==> src/rtl/uram_xor_rmw_issuer.sv <==
// uram_xor_rmw_issuer
//   Read-modify-write front end for the per-lane URAM bucket store. Accepts
//   XOR-update requests, reads the addressed row, XORs the selected lanes with
//   the request operand and issues the write-back. A shift-register scoreboard
//   holds back any request whose index still has an update in flight, so the
//   store's delayed write port never returns stale data to a later read.
//
// Ports
//   i_clk, i_rst_n              clock, async active-low reset
//   i_in_valid / o_in_ready     request handshake
//   i_in_index/xor/mask         request payload (lane i at [i*DATA_WIDTH +: DATA_WIDTH])
//   o_rd_valid, o_rd_index      read strobe/address to the store
//   i_rd_data                   store read data, RD_LATENCY cycles after o_rd_valid
//   o_wr_valid/index/data/mask  write-back to the store
//   o_stall_count               saturating count of cycles with in_valid & !in_ready
module uram_xor_rmw_issuer #(
    parameter int NUM_MUL     = 4,
    parameter int INDEX_WIDTH = 12,
    parameter int DATA_WIDTH  = 64,
    parameter int RD_LATENCY  = 2,
    parameter int WR_LATENCY  = 5
) (
    input  logic                          i_clk,
    input  logic                          i_rst_n,
    input  logic                          i_in_valid,
    output logic                          o_in_ready,
    input  logic [INDEX_WIDTH-1:0]        i_in_index,
    input  logic [NUM_MUL*DATA_WIDTH-1:0] i_in_xor,
    input  logic [NUM_MUL-1:0]            i_in_mask,
    output logic                          o_rd_valid,
    output logic [INDEX_WIDTH-1:0]        o_rd_index,
    input  logic [NUM_MUL*DATA_WIDTH-1:0] i_rd_data,
    output logic                          o_wr_valid,
    output logic [INDEX_WIDTH-1:0]        o_wr_index,
    output logic [NUM_MUL*DATA_WIDTH-1:0] o_wr_data,
    output logic [NUM_MUL-1:0]            o_wr_mask,
    output logic [31:0]                   o_stall_count
);

    localparam int SB_DEPTH = RD_LATENCY + WR_LATENCY;
    // Stage 0 is the read stage; the last stage lines up with i_rd_data.
    localparam int PIPE     = RD_LATENCY + 1;
    localparam int ROW_W    = NUM_MUL * DATA_WIDTH;

    logic [SB_DEPTH-1:0]    r_sb_valid;
    logic [INDEX_WIDTH-1:0] r_sb_index [SB_DEPTH];

    logic [PIPE-1:0]        r_p_valid;
    logic [INDEX_WIDTH-1:0] r_p_index [PIPE];
    logic [ROW_W-1:0]       r_p_xor   [PIPE];
    logic [NUM_MUL-1:0]     r_p_mask  [PIPE];

    logic                   r_wr_valid;
    logic [INDEX_WIDTH-1:0] r_wr_index;
    logic [ROW_W-1:0]       r_wr_data;
    logic [NUM_MUL-1:0]     r_wr_mask;
    logic [31:0]            r_stall_count;

    logic                   w_hazard;
    logic                   w_in_ready;
    logic                   w_accept;
    logic [ROW_W-1:0]       w_wr_data;

    // Every scoreboard entry blocks: the oldest one leaves on the next edge, so
    // a same-index request is first accepted SB_DEPTH+1 cycles after its
    // predecessor, which puts its read exactly WR_LATENCY after the prior write.
    always_comb begin
        w_hazard = 1'b0;
        for (int i = 0; i < SB_DEPTH; i++) begin
            if (r_sb_valid[i] && (r_sb_index[i] == i_in_index)) begin
                w_hazard = 1'b1;
            end
        end
    end

    assign w_in_ready = i_rst_n & ~w_hazard;
    assign w_accept   = i_in_valid & w_in_ready;

    always_comb begin
        w_wr_data = i_rd_data;
        for (int i = 0; i < NUM_MUL; i++) begin
            if (r_p_mask[PIPE-1][i]) begin
                w_wr_data[i*DATA_WIDTH +: DATA_WIDTH] =
                    i_rd_data[i*DATA_WIDTH +: DATA_WIDTH] ^
                    r_p_xor[PIPE-1][i*DATA_WIDTH +: DATA_WIDTH];
            end
        end
    end

    always_ff @(posedge i_clk or negedge i_rst_n) begin
        if (!i_rst_n) begin
            r_sb_valid <= '0;
            for (int i = 0; i < SB_DEPTH; i++) begin
                r_sb_index[i] <= '0;
            end
            r_p_valid <= '0;
            for (int i = 0; i < PIPE; i++) begin
                r_p_index[i] <= '0;
                r_p_xor[i]   <= '0;
                r_p_mask[i]  <= '0;
            end
            r_wr_valid    <= 1'b0;
            r_wr_index    <= '0;
            r_wr_data     <= '0;
            r_wr_mask     <= '0;
            r_stall_count <= '0;
        end else begin
            r_sb_valid    <= {r_sb_valid[SB_DEPTH-2:0], w_accept};
            r_sb_index[0] <= i_in_index;
            for (int i = 1; i < SB_DEPTH; i++) begin
                r_sb_index[i] <= r_sb_index[i-1];
            end

            r_p_valid    <= {r_p_valid[PIPE-2:0], w_accept};
            r_p_index[0] <= i_in_index;
            r_p_xor[0]   <= i_in_xor;
            r_p_mask[0]  <= i_in_mask;
            for (int i = 1; i < PIPE; i++) begin
                r_p_index[i] <= r_p_index[i-1];
                r_p_xor[i]   <= r_p_xor[i-1];
                r_p_mask[i]  <= r_p_mask[i-1];
            end

            r_wr_valid <= r_p_valid[PIPE-1];
            r_wr_index <= r_p_index[PIPE-1];
            r_wr_data  <= w_wr_data;
            r_wr_mask  <= r_p_mask[PIPE-1];

            if (i_in_valid && !w_in_ready && (r_stall_count != 32'hFFFF_FFFF)) begin
                r_stall_count <= r_stall_count + 32'd1;
            end
        end
    end

    assign o_in_ready    = w_in_ready;
    assign o_rd_valid    = r_p_valid[0];
    assign o_rd_index    = r_p_index[0];
    assign o_wr_valid    = r_wr_valid;
    assign o_wr_index    = r_wr_index;
    assign o_wr_data     = r_wr_data;
    assign o_wr_mask     = r_wr_mask;
    assign o_stall_count = r_stall_count;

endmodule

==> config.mk <==
export PLATFORM = sky130hd
export DESIGN_NAME = uram_xor_rmw_issuer
export DESIGN_NICKNAME = d
export VERILOG_FILES = /design/src/rtl/uram_xor_rmw_issuer.sv
export SDC_FILE = /design/constraint.sdc
export NUM_CORES = 1
export LEC_CHECK = 0
export CORE_AREA = 2 2 334 336
export DETAILED_ROUTE_END_ITERATION = 12
export DIE_AREA = 0 0 336 338
export PLACE_DENSITY_LB_ADDON = 0.15
export SLEW_MARGIN = 15
export SYNTH_ARGS = -nofsm -noshare
export SYNTH_HDL_FRONTEND = slang
export SYNTH_SLANG_ARGS = --single-unit
==> constraint.sdc <==
create_clock -name i_clk -period 2.7 [get_ports i_clk]
set_input_delay 0.54 -clock i_clk [delete_from_list [all_inputs] [get_ports i_clk]]
set_output_delay 0.54 -clock i_clk [all_outputs]
set_load 0.02 [all_outputs]
==> impl_metrics.json <==
{
  "status": "finished, violations left",
  "violations": "setup timing",
  "cts_buffers": 119,
  "power_density_mw_per_mm2": 797,
  "dieHeight_um": 338,
  "syn-num-nets": 2520,
  "fmax_mhz": 353,
  "whs_ps": 175,
  "route.detailed.drc": 0,
  "drive_gt1_frac": 0.0905,
  "gp_congestion": 0.818,
  "synth_commonest_cells": "dfrtp_1, xnor2_1, nand2_1",
  "crit_fanout": 3,
  "synth_ff_type": "dfrtp_1",
  "wl_met3_um": 6800,
  "hold_start": "i_in_index[0]",
  "wl_per_cell_um": 19.1,
  "wl_met2_um": 45800,
  "cp.required_ps": 2160,
  "rr_startpoint": "o_stall_count[3]$_DFFE_PN0P_",
  "final_util": 0.447,
  "ys_ff_latch": 1163,
  "highest_layer": "met5",
  "vdd_drop_max_v": 0.000492,
  "synth_cells": 1988,
  "fp.dieArea_mm2": 0.114,
  "vias_per_cell": 3.98,
  "rsz0062_at_grt": "true",
  "syn_area_mm2": 0.0345,
  "p_leak_nw": 21.1,
  "routed_wl_um": 86600,
  "coreArea_mm2": 0.110,
  "period_share": 1.05,
  "synth_top_area_share": 0.843,
  "h-tree-depth": 3,
  "max-slew-margin-rel": 0.279,
  "synth.most_common_cell": "dfrtp_1",
  "synth_edf_count": 0,
  "startpoint": "o_rd_index[7]$_DFF_PN0_",
  "ant_nets": 0,
  "row_count": 122,
  "vias": 18000,
  "ys_types": 33,
  "synth_largest_area_cell": "dfrtp_1",
  "overflow": 0,
  "drtIter0Drc": 917,
  "nNetsFinal": 3460,
  "numPortBuffers": 849,
  "root_buffer": "clkbuf_16",
  "grt_pass1_wl_um": 127000,
  "post-route-worst-setup-slack_ps": -134,
  "wl_met1_um": 31300,
  "finalSetupViolations": 1,
  "clkTransAtPathRegs_ps": 60,
  "async_flop_share": 1.00,
  "cp-start-kind": "register",
  "initial_utilization": 0.314,
  "cts_tree": "built",
  "tightest_slew_ps": 1080,
  "clock-sinks": 1163,
  "grt_pass1_vias": 20600,
  "maxSlewViolCount": 0,
  "yosysWarnings": 0,
  "ys_seq_area_frac": 0.843,
  "insertion_delay_ps": 700,
  "first_pass_iters": 4,
  "ioPinCount": 850,
  "worstHoldPathType": "in -> reg",
  "avgSynthCellArea_um2": 17.4,
  "antenna_found_initial": 22,
  "area_delta_synth_final_pct": 42.6,
  "end_kind": "output port",
  "fin_worst_skew_ps": 22.9,
  "grtUsageTotal": 0.151,
  "fillers": 9824,
  "cap_violations": 0,
  "synth.area.top_cells": "dfrtp_1, xnor2_1, nand2_1",
  "worstSetupPathType": "reg -> out",
  "arrival_ps": 2290,
  "grt_max_degree": 178,
  "hold_viol_final": 0,
  "cts_buffer_depth": 3,
  "hpwl_um": 62600,
  "fp.dieW_um": 336,
  "fin_crit_ps": 2830
}
## worst max-delay path, cell delays in order (launching register included)
cell and delay [ps]:
dfrtp_1 410, xnor2_1 180, nand4_1 190, nor4_2 390, nor3_2 110, and2_4 190
buf_6 130
## metal layers
layer  GRT usage  up-vias
met5           0        -
met4      0.0658       12
met3      0.0497      153
met2       0.266      605
met1       0.166     9195
li1            -     8083
## timing repair
action | CTS | global route
endpoints found under the setup margin | 1 | 1
hold endpoints to repair | 166 | 0
hold buffers | 1 | 0
buffers inserted | 1 | 3
gates resized for setup | 29 | 11
pin swaps | 10 | 10
## per-stage QoR
step,cell area [um2],setup TNS [ps],instances,setup WS [ps],total power (W)
after CTS,49100,-97.7,4513,-97.7,0.0399
after global routing,49200,-220,4528,-220,0.0410
final,49200,-134,4529,-134,0.0393
after detailed placement,45000,-17600,4291,-827,0.0230
after floorplan,34500,0,1988,303,0.0205
after global placement,45000,-14650,4291,-820,0.0229
## sequential cells by signal, summed over array words and instances (netlist names), 4 cells and up
register and count:
r_p_index 24, o_wr_data 256, r_sb_index 36, r_p_xor 768
o_wr_mask 4, r_p_mask 12, o_wr_index 12, o_rd_index 12
o_stall_count 32, r_sb_valid 5
## cell type report
cell class              count  area (um2)  share of cell area
well taps                1488        1860              0.0378
diodes                     13        32.5            0.000661
multi-input cells         752        5130               0.104
inverters                   1        3.75           0.0000762
repair buffers            891        9040               0.184
clock buffers             171        3500              0.0710
flip-flops and latches   1163       29100               0.591
clock inverters            50         573              0.0116
## logic make-up after synthesis
group | share of synthesized area
muxes | 0.000435
DFF | 0.843
buffers and inverters | 0.0124
xor gates and xnor gates | 0.0941
adders and majority gates | 0.000362
and+or+nand+nor | 0.0498
AOI/OAI and AO/OA | 0.000254
## layout by cell type (no fill, tap or decap), types with 19 or more instances in the layout
cell / n
dfrtp_1: 1159
clkdlybuf4s50_1: 836
xnor2_1: 339
nand2_1: 274
clkbuf_16: 121
xor2_1: 29
clkinv_2: 28
clkbuf_8: 28
nand4_1: 25
clkbuf_1: 22
nand3_1: 19
buf_4: 19
## final timing paths
check	end	slack [ps]	cells after the start
worst max-delay path	o_in_ready	-130	6
worst min-delay path	o_rd_index[0]$_DFF_PN0_	180	2
worst max register to register	o_stall_count[1]$_DFFE_PN0P_	170	6
worst min register to register	r_p_xor[335]$_DFF_PN0_	340	0
max in group asynchronous	r_p_xor[99]$_DFF_PN0_	510	4
min in group asynchronous	o_stall_count[11]$_DFFE_PN0P_	710	3
## power breakdown
part	internal [W]	total [W]	switching [W]
clock network	0.00987	0.0166	0.00676
registers	0.0185	0.0189	0.000426
logic	0.00191	0.00368	0.00177
total	0.0303	0.0393	0.00895
No activity file was read; power rests on OpenSTA's default activity.
